File: src/rtl/instruction_loader.sv
// Byte-stream program loader: packs 4 bytes little-endian per word and writes them
// to instruction memory at ascending addresses. Optional Checksum port under LOADER_CHECKSUM_EN.
module instruction_loader #(
  parameter logic [31:0] BASE_ADDR   = 32'h0000_0000,
  parameter int unsigned DEPTH_WORDS = 256
) (
  input  logic        clk,
  input  logic        rst,
  input  logic        Start,
  input  logic [15:0] Length,
  input  logic        ByteValid,
  input  logic [7:0]  ByteData,
  output logic        ByteReady,
  output logic        WrEn,
  output logic [31:0] WrAddress,
  output logic [31:0] WrData,
  output logic        Busy,
  output logic        Done,
  output logic        Error,
`ifdef LOADER_CHECKSUM_EN
  output logic [31:0] Checksum,
`endif
  output logic [1:0]  fsm_state
);

  localparam logic [1:0] IDLE  = 2'd0;
  localparam logic [1:0] RECV  = 2'd1;
  localparam logic [1:0] WRITE = 2'd2;
  localparam logic [1:0] FIN   = 2'd3;

  logic [1:0]  state;
  logic [15:0] length_q;
  logic [15:0] word_count;
  logic [1:0]  byte_count;
  logic        too_long;

  // Handshake: a byte moves on a rising edge where ByteValid && ByteReady; the source
  // holds ByteData stable until then. ByteReady is high only in RECV.
  assign ByteReady = (state == RECV);
  assign WrEn      = (state == WRITE);
  assign Done      = (state == FIN);
  assign Busy      = (state == RECV) || (state == WRITE);
  assign fsm_state = state;
  assign too_long  = ({16'd0, Length} > DEPTH_WORDS);

`ifdef LOADER_CHECKSUM_EN
  always_ff @(posedge clk or posedge rst) begin
    if (rst) begin
      Checksum <= 32'd0;
    end else if (state == IDLE && Start && !too_long) begin
      Checksum <= 32'd0;
    end else if (state == WRITE) begin
      Checksum <= Checksum + WrData;
    end
  end
`endif

  always_ff @(posedge clk or posedge rst) begin
    if (rst) begin
      state      <= IDLE;
      length_q   <= 16'd0;
      word_count <= 16'd0;
      byte_count <= 2'd0;
      WrAddress  <= BASE_ADDR;
      WrData     <= 32'd0;
      Error      <= 1'b0;
    end else begin
      Error <= 1'b0;
      case (state)
        IDLE: begin
          if (Start) begin
            if (too_long) begin
              Error <= 1'b1;
            end else if (Length == 16'd0) begin
              state <= FIN;
            end else begin
              state      <= RECV;
              length_q   <= Length;
              word_count <= 16'd0;
              byte_count <= 2'd0;
              WrAddress  <= BASE_ADDR;
            end
          end
        end
        RECV: begin
          if (ByteValid) begin
            WrData[{byte_count, 3'b000} +: 8] <= ByteData;
            byte_count <= byte_count + 2'd1;
            if (byte_count == 2'd3) state <= WRITE;
          end
        end
        WRITE: begin
          // Address advances as the write retires so it always equals BASE + 4*count.
          WrAddress  <= WrAddress + 32'd4;
          word_count <= word_count + 16'd1;
          state      <= (word_count + 16'd1 == length_q) ? FIN : RECV;
        end
        FIN: begin
          WrAddress  <= BASE_ADDR;
          word_count <= 16'd0;
          state      <= IDLE;
        end
        default: state <= IDLE;
      endcase
    end
  end

endmodule
File: config.mk
export PLATFORM = sky130hd
export DESIGN_NAME = instruction_loader
export DESIGN_NICKNAME = d
export VERILOG_FILES = /design/src/rtl/instruction_loader.sv
export SDC_FILE = /design/constraint.sdc
export NUM_CORES = 1
export LEC_CHECK = 0
export BUFFER_PORTS_ARGS = -buffer_cell sky130_fd_sc_hd__buf_2
export CORE_UTILIZATION = 50
export CTS_CLUSTER_SIZE = 16
export DETAILED_ROUTE_END_ITERATION = 16
export PLACE_DENSITY = 0.84
export REMOVE_ABC_BUFFERS = 1
export SKIP_LAST_GASP = 1
export SLEW_MARGIN = 5
export SYNTH_ARGS = -nofsm -noshare
export SYNTH_HDL_FRONTEND = slang
export SYNTH_SLANG_ARGS = --single-unit
File: constraint.sdc
create_clock -name clk -period 3.2 [get_ports clk]
set_input_delay 0.8 -clock clk [delete_from_list [all_inputs] [get_ports clk]]
set_output_delay 0.8 -clock clk [all_outputs]
set_load 0.01 [all_outputs]
After elaboration in Yosys (flattened, before gate mapping)
Index checks and enable logic that the tools add are counted.
Word-level totals
  logic and storage cells: 60
  input port bits: 28
  register bits after elaboration: 101
Operators by class
  eq/ne operators: 10
  magnitude comparators: 1
  reduce and logical (&&, ||, !) cells: 10
  shift-type cells: 2
  muxes and demuxes: 24
  add/sub/neg operators: 4
  bitwise logic cells: 2
Operator list (count)
  two-way mux 32 bit: 3
  case mux 32 bit (3 select lines): 1
  two-way mux 16 bit: 3
  case mux 16 bit (3 select lines): 1
  adder 32 x 3 -> 32 bit (second input constant): 1
  bitwise mux 32 bit: 1
  variable shift 8 x 7 -> 32 bit (first input constant): 1
  indexed part select 8 x 7 -> 32 bit: 1
  two-way mux 2 bit: 10
  adder 16 x 1 -> 16 bit (second input constant): 1
  equality test 16 bit: 1
  greater-than comparator 16 x 9 -> 1 bit (second input constant): 1
  logical NOT 16 bit: 1
  AND reduction 4 bit: 3
  inequality test 2 bit (second input constant): 4
  case mux 2 bit (4 select lines): 1
  negation 5 -> 7 bit: 1
  equality test 2 bit (second input constant): 3
  AND reduction 5 bit: 1
  case mux 2 bit (2 select lines): 1
  two-way mux 1 bit: 3
  nonzero test 3 bit: 1
  adder 2 x 1 -> 2 bit (second input constant): 1
  equality test 2 x 1 -> 1 bit (second input constant): 1
  other kinds (6): 7

Logic depth before layout (Yosys ltp)
  word-level depth: 5
  mapped depth: 9

Worst setup path before layout
OpenSTA, ideal clock, no wires.
  path type: input to register
  start point: input port Length[13]
  end point: register length_q[0]
  slack: 597 ps
  arrival: 2478 ps
  required time: 3075 ps
  cell stages on the path: 6
  path buffers: 1
  setup time: 125 ps
  cells stage by stage: or4_4 > nor4_4 > nand3_1 > nor2_2 > buf_2 > mux2_2
On the way
  longest elaborated chain between the ends: 3
Ends and longest elaborated chain
  start, declared: RTL line 10  | input logic [15:0] Length,
  greater-than comparator 16 x 9 -> 1 bit or logical NOT 16 bit (tied branches): RTL line 44, 74
  NOT 1 bit (no source line)
  AND reduction 4 bit (no source line) (*)
  end signal, assigned: RTL line 78  | length_q <= Length;
  end, declared: RTL line 32  | logic [15:0] length_q;
Every way passes the cells marked *; elsewhere a longest branch is shown, timed or not.
A chain may end at the register's enable or synchronous reset.

Final worst setup path
  start point: register state[0] (netlist: fsm_state[0])
  end point: register WrAddress[22]
On the way
  longest elaborated chain between the ends: 3
Ends and longest elaborated chain
  start, declared: RTL line 31  | logic [1:0] state;
  start signal, assigned: RTL line 96  | state <= (word_count + 16'd1 == length_q) ? FIN : RECV;
  equality test 2 bit or logical NOT 2 bit (tied branches): RTL line 69  | case (state)
  nonzero test 3 bit (no source line) or inequality test 2 bit (tied branches)
  AND reduction 4 bit (no source line)
  end signal, assigned: RTL line 94  | WrAddress <= WrAddress + 32'd4;
  end, declared: RTL line 15  | output logic [31:0] WrAddress,
Several ways; a longest one is shown, not always the timed one.

==> results.md <==
* Combinational share of power at 0.341
* HPWL Detailed at 9160 microns
* Mapped Cells at 511
* CP peak stage delay at 0.58 ns
* Area grow syn2layout at 16.6%
* Routed wire length at 13400 microns
* Worst Path Max Fanout at 13
* Final Util at 0.611
* R2r endpoint: WrAddress[22]
* Crit-path slowest cell: nor2b_1
* Slew Limit Fails at 0
* CTS clk-pin slew, worst paths at 0.12 ns
* Worst setup EP type: flip-flop
* Simple-Gate Fraction of Synth Area at 0.195
* Share of the synthesized area in the top cell type at 0.475
* HP Class: in -> async
* Flops & latches, synth at 99
* Net Sw Power at 1370 uW
* Largest family of logic cells by synthesized area: compound AO/OA/AOI/OAI gates
* Vias in the first global route at 4447
* Die X at 104 microns
* Int Pwr at 2190 uW
* Initial Util at 0.524
* Overall routing resource usage at 0.251
* Crit path launch type: flip-flop
* CP arrival at 2.94 ns
* FF-to-FF path depth at 6
* # rows at 36
* Clk Latency, worst-skew pair at 0.40 ns
* Number of synthesized flops with an enable pin at 0
* Worst r2r src: fsm_state[0]
* Max-Cap Viols at 0
* Ratio of cells with drive above 1 in the final layout at 0.246
* Post-CTS Resized at 0
* Fill count at 810
* Final worst-path cycle share at 0.828
* Leakage Power at 0.00293 uW
* Die height at 104 microns
* Final Setup Violations at 0
* Worst path buffer plus inverter count at 2
* CTS tree: yes
* Slew headroom at 0.587
* First-pass GRT wire length at 21900 microns
* CP delay by family, top: simple AND/OR/NAND/NOR gates
* Core region area at 9950 sq um
* Post-Syn Area at 5210 sq um
* Worst-path cell chain: inv_1 > ha_1 > nor2b_1 > nand2_2 > buf_4 > o41ai_1
* Yosys top cell by area: dfrtp_1
* Clk pwr share at 0.256
* Distinct cells, synth at 60
* Syn_area_per_cell at 10.2 sq um
* Post-Synth Adder-Cell Area at 0.0288
* Finished Cell Area at 6080 sq um
* H-Tree Depth at 3
* Largest net degree at the start of global routing at 68
* Worst hold slack at 0.425 ns
* Commonest non-fill, non-tap cell in the layout: dfrtp_1
* Synth area leaders: dfrtp_1 48%, a22o_1 6.0%, o31ai_1 3.2%, o21ai_1 3.1%, ha_1 2.9%
* Routed via count at 4589
* Input/output buffers at 96
* CTS Hold Buffers Added at 0
* Vias per inst at 6.14
* YS warnings at 0
* Placed cell areas at 5850 sq um
* Sequential Power Share at 0.403
* Worst-margin pin slew at 0.614 ns
* DRT Pass-1 Iters at 5
* PD cells at 586 nW/um^2
* Sequential-to-total area share from yosys stat at 0.475
* Sw frac at 0.386
* FFs w/ async S/R, synth at 1.00
* Synth Area in XOR/XNOR at 0.0336
* Initial antenna violation count at 0
* Routed length per instance at 17.9 microns
* Fin. Hold Viols at 0
* Worst VDD drop at 0.000419 V
* Initial DRC Count at 384
* Nets at 649
* GRT overflow at 0
* Ys flop type: dfrtp_1
* Data required, critical path at 3.49 ns
* Residual DRC count at 0
* I/O Pins at 99
* Clock skew at 0.0163 ns
* # diodes at 0
* Final ANT Viol Nets at 0
* Status: completed
* RSZ-0062 raised after global routing: false
* Setup CP Type: reg -> reg
* Fmax at 377 MHz
* Final RePlAce weighted congestion at 0.866
* Post-CTS setup buffers at 0
* Register-to-Register Setup Slack at 0.55 ns
* Die Area at 10800 sq um
* Clk buf depth at 2
* Min cycle time layout at 2.65 ns
* CTS Buf Count at 9
* CTS sink count at 99
* Root Driver: clkbuf_8
* Post-synthesis compound-gate area fraction at 0.200
* Commonest non-fill, non-tap cells in the layout: 99 x dfrtp_1, 96 x buf_2, 37 x nand2_1
* Mux cell area share after synthesis at 0.0254
-- power by group through the flow --
stage / Clock (uW) / Sequential [uW] / Combinational (uW)
after floorplan: 0 / 1470 / 725
after global placement: 0 / 1450 / 1150
after detailed placement: 0 / 1450 / 1190
after CTS: 920 / 1430 / 1210
after global routing: 970 / 1450 / 1330
final: 911 / 1440 / 1220
-- cell families (layout without fill, tap and decap cells) --
kind of cell,count (synthesis),count (layout)
and+or+nand+nor,177,177
AOI/OAI and AO/OA,148,148
DFF,99,99
buffers and inverters,42,144
xor gates and xnor gates,20,20
adders and majority gates,12,12
muxes,12,12
other,1,2
-- worst max path at each step --
stage	from	endpoint	slack [ns]	cells after the start
finish	fsm_state[0]	WrAddress[22]	0.55	6
global route	fsm_state[0]	word_count[10]	0.40	6
CTS	fsm_state[0]	WrAddress[22]	0.58	6
detailed placement	Length[0]	word_count[5]	0.20	8
global placement	Length[0]	word_count[8]	0.25	8
floorplan	rst	Error	-0.19	1
-- flip-flops by register name, summed over array words and instances (netlist names) --
register    count
Error           1
WrAddress      30
WrData         32
byte_count      2
fsm_state       2
length_q       16
word_count     16
-- area by class of cell --
cell class	instances	area (sq um)	share of cell area
Multi-Input combinational cell	371	2530	0.416
Sequential cell	99	2480	0.407
Timing Repair Buffer	114	628	0.103
Tap cell	133	166	0.0274
Clock buffer	9	124	0.0204
Clock inverter	7	103	0.0169
Inverter	14	53.8	0.00885
-- layer usage --
metal,GRT usage,routed length [microns]
met1,0.335,5930
met2,0.406,6540
met3,0.0602,728
met5,0,0
met4,0.0714,162
-- cell usage after synthesis (9+ instances only) --
master / number
ha_1: 12
xnor2_1: 12
nand2_1: 37
nor2_1: 10
o21ai_0: 13
inv_1: 14
and2_1: 23
a22o_1: 36
mux2_2: 10
a21oi_1: 9
clkbuf_1: 12
nand4_1: 9
dfrtp_1: 99
nand3_1: 29
nor2b_1: 14
o31ai_1: 22
o21ai_1: 32
-- worst reg2reg max path, stage by stage, from the launching register on --
cell	delay [ns]
dfrtp_1	0.43
inv_1	0.13
ha_1	0.47
nor2b_1	0.58
nand2_2	0.30
buf_4	0.26
o41ai_1	0.37
-- stage by stage --
stage,power [uW],setup TNS (ns),std cells,setup slack (ns)
2_1_floorplan,2200,-18.85,484,-0.190
3_3_place_gp,2600,0,731,0.249
3_5_place_dp,2640,0,731,0.201
4_1_cts,3560,0,747,0.580
5_1_grt,3750,0,747,0.401
6_report,3560,0,747,0.550
Note: power is estimated with default switching activity, not from simulation.
